File: src/rtl/nunchuck_input_conditioner.sv
// Nunchuck input conditioner: centre calibration, deadzone, auto-repeat step pulses, button debounce.
// Define NUNCHUCK_DIAGONAL_EN to allow X and Y steps in the same sample (otherwise the dominant axis wins).
module nunchuck_input_conditioner #(
  parameter int unsigned DEADZONE     = 16,
  parameter int unsigned REPEAT_DELAY = 20,
  parameter int unsigned REPEAT_RATE  = 6,
  parameter int unsigned DEBOUNCE     = 3
) (
  input  logic       clock,
  input  logic       rst,
  input  logic       sample_valid,
  input  logic [7:0] stick_x,
  input  logic [7:0] stick_y,
  input  logic       z,
  input  logic       c,
  input  logic       cal_req,
  output logic       cal_done,
  output logic       step_left,
  output logic       step_right,
  output logic       step_up,
  output logic       step_down,
  output logic       z_press,
  output logic       c_press,
  output logic       z_held,
  output logic       c_held
);

  localparam int unsigned CNT_MAX = (REPEAT_DELAY > REPEAT_RATE) ? REPEAT_DELAY : REPEAT_RATE;
  localparam int unsigned CW      = $clog2(CNT_MAX + 1);
  localparam int unsigned DW      = $clog2(DEBOUNCE + 1);

  localparam logic [7:0]    DZ_C    = 8'(DEADZONE);
  localparam logic [CW-1:0] DELAY_C = CW'(REPEAT_DELAY);
  localparam logic [CW-1:0] RATE_C  = CW'(REPEAT_RATE);
  localparam logic [DW-1:0] DB_C    = DW'(DEBOUNCE);

  typedef enum logic [1:0] {AX_IDLE, AX_HOLD, AX_REPEAT} ax_state_e;

  typedef struct packed {
    ax_state_e     state;
    logic          neg;    // held direction: 1 = negative (left/down)
    logic [CW-1:0] cnt;
  } axis_t;

  typedef struct packed {
    axis_t nxt;
    logic  p_pos;
    logic  p_neg;
  } axis_res_t;

  typedef struct packed {
    logic          level;
    logic [DW-1:0] cnt;
  } btn_t;

  localparam axis_t AXIS_IDLE = '{state: AX_IDLE, neg: 1'b0, cnt: '0};

  function automatic logic [7:0] mag(input logic [8:0] d);
    logic [8:0] neg_d;
    neg_d = -d;
    return d[8] ? neg_d[7:0] : d[7:0];
  endfunction

  function automatic axis_res_t axis_next(input axis_t cur, input logic pos, input logic neg);
    axis_res_t     res;
    logic [CW-1:0] inc;
    inc       = (cur.cnt == '1) ? cur.cnt : cur.cnt + 1'b1;
    res.nxt   = cur;
    res.p_pos = 1'b0;
    res.p_neg = 1'b0;
    if (!pos && !neg) begin
      res.nxt = AXIS_IDLE;
    end else if (cur.state == AX_IDLE || cur.neg != neg) begin
      // A sign flip is handled exactly like a fresh press from IDLE.
      res.nxt   = '{state: AX_HOLD, neg: neg, cnt: '0};
      res.p_pos = pos;
      res.p_neg = neg;
    end else if (inc == ((cur.state == AX_HOLD) ? DELAY_C : RATE_C)) begin
      res.nxt   = '{state: AX_REPEAT, neg: neg, cnt: '0};
      res.p_pos = pos;
      res.p_neg = neg;
    end else begin
      res.nxt.cnt = inc;
    end
    return res;
  endfunction

  function automatic btn_t btn_next(input btn_t cur, input logic raw);
    btn_t          res;
    logic [DW-1:0] inc;
    inc = (cur.cnt == '1) ? cur.cnt : cur.cnt + 1'b1;
    res = cur;
    if (raw == cur.level) begin
      res.cnt = '0;
    end else if (inc == DB_C) begin
      res.level = raw;
      res.cnt   = '0;
    end else begin
      res.cnt = inc;
    end
    return res;
  endfunction

  logic [7:0] centre_x_q, centre_x_d, centre_y_q, centre_y_d;
  logic       cal_done_q, cal_done_d;
  axis_t      ax_x_q, ax_x_d, ax_y_q, ax_y_d;
  btn_t       btn_z_q, btn_z_d, btn_c_q, btn_c_d;
  logic [3:0] step_q, step_d;    // {left, right, up, down}
  logic [1:0] press_q, press_d;  // {z, c}

  logic [8:0] dx, dy;
  logic [7:0] mx, my;
  logic       act_x, act_y;
  axis_res_t  rx, ry;

  always_comb begin
    // NOTE: every combinational output gets a default first so no path infers a latch.
    centre_x_d = centre_x_q;
    centre_y_d = centre_y_q;
    cal_done_d = cal_done_q;
    ax_x_d     = ax_x_q;
    ax_y_d     = ax_y_q;
    btn_z_d    = btn_z_q;
    btn_c_d    = btn_c_q;
    step_d     = '0;
    press_d    = '0;

    dx    = {1'b0, stick_x} - {1'b0, centre_x_q};
    dy    = {1'b0, stick_y} - {1'b0, centre_y_q};
    mx    = mag(dx);
    my    = mag(dy);
    act_x = mx > DZ_C;
    act_y = my > DZ_C;
`ifndef NUNCHUCK_DIAGONAL_EN
    if (act_x && act_y) begin
      if (my > mx) act_x = 1'b0;
      else         act_y = 1'b0;
    end
`endif
    rx = axis_next(ax_x_q, act_x & ~dx[8], act_x & dx[8]);
    ry = axis_next(ax_y_q, act_y & ~dy[8], act_y & dy[8]);

    if (cal_req) cal_done_d = 1'b0;

    if (sample_valid) begin
      btn_z_d = btn_next(btn_z_q, z);
      btn_c_d = btn_next(btn_c_q, c);
      if (!cal_done_q || cal_req) begin
        centre_x_d = stick_x;
        centre_y_d = stick_y;
        cal_done_d = 1'b1;
        ax_x_d     = AXIS_IDLE;
        ax_y_d     = AXIS_IDLE;
      end else begin
        ax_x_d  = rx.nxt;
        ax_y_d  = ry.nxt;
        step_d  = {rx.p_neg, rx.p_pos, ry.p_pos, ry.p_neg};
        press_d = {btn_z_d.level & ~btn_z_q.level, btn_c_d.level & ~btn_c_q.level};
      end
    end
  end

  always_ff @(posedge clock or negedge rst) begin
    // NOTE: sequential state uses non-blocking assignments so all flops update from pre-edge values.
    if (!rst) begin
      centre_x_q <= 8'd128;
      centre_y_q <= 8'd128;
      cal_done_q <= 1'b0;
      ax_x_q     <= AXIS_IDLE;
      ax_y_q     <= AXIS_IDLE;
      btn_z_q    <= '0;
      btn_c_q    <= '0;
      step_q     <= '0;
      press_q    <= '0;
    end else begin
      centre_x_q <= centre_x_d;
      centre_y_q <= centre_y_d;
      cal_done_q <= cal_done_d;
      ax_x_q     <= ax_x_d;
      ax_y_q     <= ax_y_d;
      btn_z_q    <= btn_z_d;
      btn_c_q    <= btn_c_d;
      step_q     <= step_d;
      press_q    <= press_d;
    end
  end

  assign cal_done   = cal_done_q;
  assign step_left  = step_q[3];
  assign step_right = step_q[2];
  assign step_up    = step_q[1];
  assign step_down  = step_q[0];
  assign z_press    = press_q[1];
  assign c_press    = press_q[0];
  assign z_held     = btn_z_q.level;
  assign c_held     = btn_c_q.level;

endmodule

File: config.mk
export PLATFORM = sky130hd
export DESIGN_NAME = nunchuck_input_conditioner
export DESIGN_NICKNAME = d
export VERILOG_FILES = /design/src/rtl/nunchuck_input_conditioner.sv
export SDC_FILE = /design/constraint.sdc
export NUM_CORES = 1
export LEC_CHECK = 0
export ABC_CLOCK_PERIOD_IN_PS = 4550
export CORE_MARGIN = 3
export CORE_UTILIZATION = 59
export DETAILED_ROUTE_END_ITERATION = 16
export GPL_TIMING_DRIVEN = 0
export PLACE_DENSITY = 0.81
export RECOVER_POWER = 100
export SLEW_MARGIN = 10
export SYNTH_ARGS = -nofsm -noshare
export SYNTH_HDL_FRONTEND = slang
export SYNTH_SLANG_ARGS = --single-unit
File: constraint.sdc
create_clock -name clock -period 4.55 [get_ports clock]
set_input_delay 1.1375 -clock clock [delete_from_list [all_inputs] [get_ports clock]]
set_output_delay 1.1375 -clock clock [all_outputs]
set_load 0.005 [all_outputs]
### Yosys cells after proc, flatten, opt, wreduce, memory -nomap -nowiden

Index checks and enable logic that the tools add are counted.
Widths: inputs -> output; s select.

| operators by class | value |
|---|---|
| mux-type cells | 43 |
| $mul | 0 |
| equal/unequal tests | 14 |
| bitwise gates (word level) | 10 |
| add/sub/neg operators | 8 |
| order comparisons | 3 |
| reduce and logical (&&, ||, !) cells | 18 |
| div/mod/pow operators | 0 |
| shift-type cells | 0 |

Operators by type and width:

| kind | number |
|---|---|
| $mux 8 | 6 |
| $mux 5 | 6 |
| $mux 2 | 12 |
| $mux 10 | 2 |
| $sub 8x8->9 | 2 |
| $gt 8x5->1 const B | 2 |
| $neg 8->8 | 2 |
| $mux 1 | 13 |
| $add 5x1->5 const B | 2 |
| $eq 5x5->1 | 2 |
| $eq 5x5->1 const B | 2 |
| $eq 2x2->1 const B | 4 |
| $gt 8x8->1 | 1 |
| $mux 4 | 2 |
| $reduce_bool 4->1 | 2 |
| $and 1x1->1 | 6 |
| $mux 3 | 2 |
| $reduce_and 2->1 | 3 |
| $logic_not 1->1 | 5 |
| $add 2x1->2 const B | 2 |
| $eq 2x1->1 const B | 2 |
| $logic_not 2->1 | 2 |
| $not 1->1 | 4 |
| $logic_and 1x1->1 | 3 |
| other kinds (3) | 7 |

| storage, ports and cells | value |
|---|---|
| output and inout bits | 9 |
| bits in registers | 45 |
| memories | 0 |
| memory bits (read-only) | 0 |
| latch bits | 0 |
| RAM bits | 0 |

### Depth between registers and ports, before layout

Gate-level depths: netlist of run 1.

| depth | value |
|---|---|
| word-level depth | 13 |
| mapped depth | 21 |
| gate-level depth less buffers | 20 |

### Worst setup path after synthesis of run 1

Ideal clock, no wire load.

| path | value |
|---|---|
| path type | input to register |
| from | input stick_y[0] |
| to | register ax_y_q[1] in the netlist's numbering |
| required time | 4428 ps |
| library setup time | 122 ps |
| data arrival time | 4817 ps |
| path slack | -388 ps |
| stages | 21 |
| buffers on the path | 1 |
| path through | inv_1 ha_1 fa_1 nand2b_1 a21oi_1 o31a_1 or2_2 clkbuf_1 nor2_1 a21oi_1 ha_1 nor2b_1 o21a_1 o21a_1 o21a_1 o21a_1 o311ai_1 a31oi_1 o211ai_2 nor2_1 a32o_1 |

| on the way | value |
|---|---|
| longest elaborated chain between the ends | 12 |

Ends and longest elaborated chain:

| item | RTL line | text |
|---|---|---|
| start: declaration | 13 | `input logic [7:0] stick_y,` |
| $sub 8x8->9 * | 129 | `dy = {1'b0, stick_y} - {1'b0, centre_y_q};` |
| $neg 8->8 | 60 | `neg_d = -d;` |
| $mux 8 | 61 | `return d[8] ? neg_d[7:0] : d[7:0];` |
| $gt 8x5->1 / $gt 8x8->1 (equally long branches) | 133, 136 |  |
| $mux 1 / $logic_and 1x1->1 (equally long branches) | 136, 135 |  |
| $mux 1 | 135 | `if (act_x && act_y) begin` |
| $and 1x1->1 | 141 | `ry = axis_next(ax_y_q, act_y & ~dy[8], act_y & dy[8]);` |
| $ne 1x1->1 | 73 | `end else if (cur.state == AX_IDLE \|\| cur.neg != neg) begin` |
| $logic_or 1x1->1 | 73 |  |
| $mux 10 | 73 |  |
| $mux 8 * | 71 | `if (!pos && !neg) begin` |
| $mux 8 * | 148 | `if (!cal_done_q \|\| cal_req) begin` |
| end signal: assignment | 180 | `ax_y_q <= ax_y_d;` |
| end: declaration | 106 | `axis_t ax_x_q, ax_x_d, ax_y_q, ax_y_d;` |

Every way passes the cells marked *; elsewhere a longest branch is shown, timed or not.
A chain may end at the register's enable or synchronous reset.

### Worst setup path in the final report of run 1

| path | value |
|---|---|
| from | input stick_x[5] |
| to | register ax_x_q[5] in the netlist's numbering |

| on the way | value |
|---|---|
| longest elaborated chain between the ends | 12 |

Ends and longest elaborated chain:

| item | RTL line | text |
|---|---|---|
| start: declaration | 12 | `input logic [7:0] stick_x,` |
| $sub 8x8->9 * | 128 | `dx = {1'b0, stick_x} - {1'b0, centre_x_q};` |
| $neg 8->8 | 60 |  |
| $mux 8 | 61 |  |
| $gt 8x5->1 / $gt 8x8->1 (equally long branches) | 132, 136 |  |
| $mux 1 / $logic_and 1x1->1 (equally long branches) | 136, 135 |  |
| $mux 1 | 135 |  |
| $and 1x1->1 | 140 | `rx = axis_next(ax_x_q, act_x & ~dx[8], act_x & dx[8]);` |
| $ne 1x1->1 | 73 |  |
| $logic_or 1x1->1 | 73 |  |
| $mux 10 | 73 |  |
| $mux 8 | 71 |  |
| $mux 8 | 148 |  |
| end signal: assignment | 169 | `ax_x_q <= AXIS_IDLE;` |
| end signal: assignment | 179 | `ax_x_q <= ax_x_d;` |
| end: declaration | 106 |  |

Every way passes the cells marked *; elsewhere a longest branch is shown, timed or not. The select of a mux whose other input is x is not followed.

==> results of run 1 <==
==> cells by family (layout without fill, tap and decap cells) <==
logic type | after synthesis | count (layout)
AOI/OAI and AO/OA | 112 | 112
muxes | 19 | 19
and+or+nand+nor | 122 | 122
DFF | 45 | 45
buffers and inverters | 40 | 114
xor gates and xnor gates | 31 | 31
adders and majority gates | 29 | 29
==> timing repair <==
item,in CTS,in global routing
gates resized for setup,76,28
pin swaps,38,19
buffers inserted,28,10
endpoints found under the setup margin,20,20
==> per-layer routing <==
metal  share of wire  vias to the layer above  routed length, um  GRT usage
met4           0.033                        0                334     0.0878
met2            0.50                      144               5110      0.460
met5               0                        -                  0          0
met3           0.053                       39                542     0.0346
met1            0.41                     1683               4200      0.322
li1                -                     1611                  -          -
==> power by group through the flow <==
stage | Clock (mW) | Combinational [mW] | Sequential, mW
finish | 0.326 | 1.82 | 0.541
floorplan | 0 | 0.955 | 0.532
global placement | 0 | 1.15 | 0.536
global route | 0.348 | 1.94 | 0.551
detailed placement | 0 | 1.20 | 0.543
CTS | 0.329 | 1.50 | 0.535
==> flip-flops by register name (all words and copies together) (netlist names), 2 cells and up <==
name,count
btn_z_q,2
press_q,2
step_q,4
ax_x_q,8
centre_x_q,8
btn_c_q,2
ax_y_q,8
centre_y_q,8
==> placed cells by master, fill, tap and decap left out, types with 5 or more instances in the layout <==
master | synthesis | layout
nor3_1 | 12 | 11
clkdlybuf4s50_1 | 0 | 13
clkbuf_1 | 7 | 8
clkbuf_8 | 0 | 6
dlygate4sd2_1 | 0 | 9
a21o_1 | 6 | 6
nor2b_1 | 12 | 11
inv_1 | 29 | 24
buf_6 | 0 | 5
o21ai_0 | 15 | 11
dfrtp_1 | 43 | 43
nand2b_1 | 9 | 6
o21a_1 | 7 | 6
xnor2_1 | 18 | 17
a21oi_1 | 20 | 16
ha_1 | 27 | 12
o21ai_1 | 3 | 5
nor2_1 | 25 | 22
o22ai_1 | 5 | 5
buf_4 | 0 | 33
mux2_2 | 16 | 16
and3_1 | 6 | 5
nand3_1 | 9 | 9
ha_4 | 0 | 13
nand2_1 | 23 | 22
xor2_1 | 10 | 10
==> per-stage QoR <==
step	total power, mW	setup TNS, ns
after floorplan	1.49	-4.84
after global placement	1.69	-22.90
after detailed placement	1.74	-24.58
after CTS	2.37	-1.76
after global routing	2.84	-7.38
final	2.68	-3.57
==> worst reg2reg max path, stage by stage, from the launching register on <==
cell      delay (ns)
dfrtp_1         0.42
ha_4            0.18
fa_2            0.34
nand2b_4        0.16
buf_4           0.13
buf_4           0.13
a21oi_1         0.24
xor2_1          0.34
nor3_2          0.12
buf_4           0.16
nor2_1          0.12
xor2_1          0.21
ha_1            0.30
o21a_4          0.16
o32ai_4         0.35
and3_4          0.27
o311ai_4        0.14
buf_6           0.19
a211oi_4        0.17
a21o_1          0.11
==> final cells by class <==
class,count,area (sq um)
repair buffers,69,578
multi-input cells,313,2910
clock buffers,6,82.6
clock inverters,2,37.5
plain buffers,7,37.5
inverters,30,128
flip-flops and latches,45,1130
well taps,75,93.8
fillers,329,1060
==> path summary, 6_finish.rpt <==
check                           cells past startpoint                         to
worst max-delay path                               20      ax_x_q[5]$_DFFE_PN0P_
worst min-delay path                                1  centre_y_q[2]$_DFFE_PN0P_
worst max register to register                     19      ax_x_q[5]$_DFFE_PN0P_
worst min register to register                      1  centre_y_q[2]$_DFFE_PN0P_
max in group asynchronous                           2      ax_y_q[5]$_DFFE_PN0P_
min in group asynchronous                           1      ax_x_q[1]$_DFFE_PN0P_
==> impl_metrics.yaml, run 1 <==
outcome:
  status: "finished with violations"
  violations: "setup timing"
power:
  p_comb_frac: 0.677
  power_leakage_nw: 2.09
  swShare: 0.424
  p_sw_mw: 1.14
  clkPwrFrac: 0.121
  p_int_mw: 1.55
  pwr_density_cell_nw_per_um2: 537
  seqPwrFrac: 0.202
  irDropWorstVdd_mv: 0.344
synthesis:
  synth_area_sq_um: 3760
  synth.area.top_cells: "dfrtp_1, ha_1, mux2_2"
  syn_avg_cell_area_sq_um: 9.46
  yosys.area_share.simple: 0.172
  synth_adder_area_share: 0.100
  yosysUniqueCellTypes: 74
  yosysTopAreaCellShare: 0.286
  synthXorXnorAreaFrac: 0.0781
  syn-num-nets: 449
  synth_top_flop_cell: "dfrtp_1"
  synthMuxAreaShare: 0.0568
  syn_inst: 398
  synth_edf_count: 0
  ys_warn_count: 0
  postSynth.asyncResetShare: 1.00
  ys_seq_area_frac: 0.300
  ys_seq_elements: 45
  yosysTopAreaCell: "dfrtp_1"
  synth_top_family_by_area: "compound AO/OA/AOI/OAI gates"
  yosys-top-cells-count: "dfrtp_1, inv_1, ha_1"
  synth_compound_area_frac: 0.252
  synth.most_common_cell: "dfrtp_1"
placement:
  placedCellCount: 504
  pre_cts_slack_ns: -1.40
  gp_congestion: 0.809
  port_buffers: 30
  dpl.hpwl_um: 6030
  place_area_sq_um: 4250
cts:
  cts_buffers: 5
  htreeDepth: 2
  cts_hold_buf: 0
  clockBufferDepth: 2
  path_clk_slew_ns: 0.08
  clock-root-buffer: "clkbuf_8"
  clkLatencyLatePin_ns: 0.31
  cts_tree: "built"
  cts_sinks: 45
die:
  die-area_sq_um: 7380
  initial_utilization: 0.621
  die_w_um: 85.9
  core_area_sq_um: 6060
  rows: 28
  die_h_um: 85.9
  ios: 31
drt:
  viasPerCell: 6.36
  wl_per_cell_um: 18.6
  routed-via-count: 3477
  drcViolationCount: 0
  wl_um: 10200
  firstDrtPassIters: 5
  drt_iter0_drc: 183
  antenna_left: 0
timing:
  max_freq_ghz: 0.208
  finalHoldViolations: 0
  fin_crit_ns: 4.81
  relSlewSlack: 0.0501
  fin_crit_sh: 1.06
  worst_pin_slew_ns: 1.42
  rsz0062_at_grt: "true"
  fin_skew_ns: 0.00814
  whs_ns: 0.512
  finalMaxSlewViolations: 0
  final-setup-viol-count: 19
  fin_ws_ns: -0.261
layout:
  fin_area_sq_um: 5000
  final_net_count: 522
  area_growth_pct: 32.7
  final_util: 0.824
  num_antenna_cells: 0
  drive_above_1_share: 0.311
  stdcell_count: 547
setup_path:
  start_kind: "primary input"
  slowest_stage: "o311a_1"
  cp_top_family: "compound AO/OA/AOI/OAI gates"
  critical-path-max-stage-delay_ns: 0.38
  critPathRequiredTime_ns: 4.80
  cp_common_cell: "o21a_1"
  critPathLaunch: "stick_x[5]"
  criticalPathCategory: "in2reg"
  worst-path-buf-inv: 3
  crit_chain: "dlygate4sd2_1 > ha_4 > o311a_1 > o41a_1 > or2_4 > buf_8 > nand2_2 > o21ai_1 > ha_1 > nor2b_4 > o21a_1 > o21a_1 > o21a_1 > o21a_4 > o32ai_4 > and3_4 > o311ai_4 > buf_6 > a211oi_4 > a21o_1"
  cp_data_arrival_time_ns: 5.06
  worstSetupEndpointType: "register"
  r2r-start: "centre_x_q[0]$_DFFE_PN0P_"
  cp_max_fo: 5
  r2r_slack_ns: 0.27
flow_run:
  cap_violations: 0
hold_path:
  worstHoldStart: "centre_y_q[2]$_DFFE_PN0P_"
  holdCritPathClass: "reg2reg"
global_route:
  grt_pass1_wl_um: 15500
  grt-ovfl-total: 0
  grt.total_usage: 0.259
  antenna_found_initial: 0
  grt_max_degree: 27
  grt_pass1_vias: 3338
Note: power is estimated with default switching activity, not from simulation.
==> run 2, diff against run 1 <==
- CORE_UTILIZATION: 59 -> 40
- HOLD_SLACK_MARGIN: not set -> 0.05
- PLACE_DENSITY: 0.81 -> not set
==> run 2 against run 1 <==
  * The flow finishes with violations (capacitance limit, slew limit, setup timing)
  * Clock power fell by 17%
  * First-iteration DRC count is 48% lower
  * Routed wire length is 17% lower
  * Non-clock buffer count decreased by 14
  * Sequential share of layout area rose by 0.93 points
  * Largest power group unchanged
==> impl_metrics.yaml, run 2 (synthesized netlist as in run 1, its figures left out) <==
timing:
  fin_ws_ns: -0.257
  finalHoldViolations: 0
  rsz0062_at_grt: "true"
  fin_crit_ns: 4.81
  fin_tns_setup_ns: -2.67
  whs_ns: 0.499
  fin_skew_ns: 0.00634
  finalMaxSlewViolations: 33
  final-setup-viol-count: 19
  worst_pin_slew_ns: 1.87
  relSlewSlack: -0.244
  max_freq_ghz: 0.208
  fin_crit_sh: 1.06
hold_path:
  holdCritPathClass: "reg2reg"
  min_to: "press_q[0]$_DFF_PN0_"
  worstHoldStart: "c_held$_DFFE_PN0P_"
  hold_path_depth: 1
cts:
  cts_hold_buf: 0
  htreeDepth: 2
  cts_tree: "built"
  path_clk_slew_ns: 0.10
  clockBufferDepth: 2
  cts_sinks: 45
  cts_buffers: 5
  clock-root-buffer: "clkbuf_8"
  clkLatencyLatePin_ns: 0.30
die:
  die_w_um: 103
  ios: 31
  rows: 34
  initial_utilization: 0.421
  die-area_sq_um: 10600
  core_area_sq_um: 8930
  die_h_um: 103
power:
  pwr_density_cell_nw_per_um2: 469
  power_leakage_nw: 1.99
  irDropWorstVdd_mv: 0.247
layout:
  drive_above_1_share: 0.271
  num_antenna_cells: 0
  area_growth_pct: 27.5
  final_cell_mix: "dfrtp_1, inv_1, nor2_1, nand2_1, buf_4"
  final_net_count: 508
  final_common_cell: "dfrtp_1"
setup_path:
  r2r-start: "centre_x_q[0]$_DFFE_PN0P_"
  rr_worst_depth: 21
  criticalPathCategory: "in2reg"
  r2r_slack_ns: 0.30
  worstReg2RegEnd: "ax_y_q[1]$_DFFE_PN0P_"
  start_kind: "primary input"
  critPathRequiredTime_ns: 4.75
  worstSetupEndpointType: "register"
  cp_data_arrival_time_ns: 5.01
  cp_max_fo: 7
global_route:
  grt_pass1_wl_um: 14200
  antenna_found_initial: 0
  grt_max_degree: 33
  grt.total_usage: 0.165
  grt_pass1_vias: 3003
  grt-ovfl-total: 0
drt:
  routed-via-count: 3118
  wl_per_cell_um: 15.0
  firstDrtPassIters: 4
  wl_um: 8470
  drt_iter0_drc: 96
  drcViolationCount: 0
  viasPerCell: 5.51
  antenna_left: 0
placement:
  port_buffers: 30
  dpl.hpwl_um: 5880
  gp_congestion: 0.815
flow_run:
  cap_violations: 1
outcome:
  violations: "capacitance limit, slew limit, setup timing"
  status: "finished with violations"
run 2: changes by cell type in the layout (fill, tap and decap cells not counted), sizes merged:
cell | previous run | this run
clkbuf | 15 | 13
dlymetal6s2s | 1 | 0
clkinv | 0 | 1
buf | 43 | 28
clkdlybuf4s15 | 1 | 4
dlygate4sd3 | 0 | 10
clkdlybuf4s50 | 13 | 5
dlygate4sd2 | 9 | 7
inv | 30 | 31
bufinv | 1 | 0
run 2: worst max path at each step:
stage	end	slack, ns	cells past startpoint	start
2_1_floorplan	ax_x_q[1]$_DFFE_PN0P_	-0.37	21	stick_x[0]
3_3_place_gp	ax_y_q[4]$_DFFE_PN0P_	-1.34	22	stick_x[0]
3_5_place_dp	ax_y_q[1]$_DFFE_PN0P_	-1.36	22	stick_x[0]
4_1_cts	ax_x_q[1]$_DFFE_PN0P_	-0.13	22	stick_x[0]
5_1_grt	ax_y_q[1]$_DFFE_PN0P_	-0.41	20	stick_y[3]
6_report	ax_y_q[1]$_DFFE_PN0P_	-0.26	20	stick_x[7]
run 2: layout make-up:
class | instances | area (sq um)
Inverter | 30 | 125
Fill cell | 811 | 4140
Multi-Input combinational cell | 313 | 2810
Buffer | 7 | 37.5
Clock buffer | 5 | 68.8
Clock inverter | 3 | 21.3
Timing Repair Buffer | 55 | 473
Tap cell | 108 | 135
Sequential cell | 45 | 1130
run 2: timing repair:
action / in CTS / in global routing
gates cloned: 0 / 0
pin swaps: 36 / 9
resized for setup: 66 / 17
setup buffers: 17 / 7
endpoints found under the setup margin: 20 / 20
run 2: critical path, stage by stage:
cell             delay (ns)
clkdlybuf4s50_1        0.53
ha_4                   0.22
o311a_1                0.12
o41a_1                 0.13
or2_4                  0.26
buf_8                  0.13
nand2_4                0.06
o21ai_2                0.05
ha_1                   0.31
nor2b_4                0.13
o21a_1                 0.17
o21a_1                 0.18
o21a_1                 0.19
o21a_1                 0.22
o32ai_2                0.31
a31oi_2                0.18
o211ai_2               0.21
buf_6                  0.17
o31ai_4                0.07
a32o_1                 0.24
run 2: stage by stage:
step	area (sq um)	util	setup WS (ns)	std cells	power (mW)
after global placement	4280	0.479	-1.34	536	1.71
after CTS	4680	0.524	-0.129	559	2.18
after detailed placement	4290	0.481	-1.36	537	1.73
after global routing	4800	0.537	-0.408	566	2.44
final	4800	0.537	-0.257	566	2.25
after floorplan	3840	-	-0.368	398	1.49
run 2: report_power, final:
group,switching (mW),internal (mW)
logic,0.753,0.693
clock network,0.160,0.110
registers,0.0613,0.473
total,0.974,1.28
run 2: metal layers:
metal | global-route usage | share of wire | up-vias
met5 | 0 | 0 | -
li1 | - | - | 1578
met3 | 0.0257 | 0.030 | 8
met2 | 0.281 | 0.49 | 45
met1 | 0.225 | 0.47 | 1487
met4 | 0.0289 | 0.0066 | 0
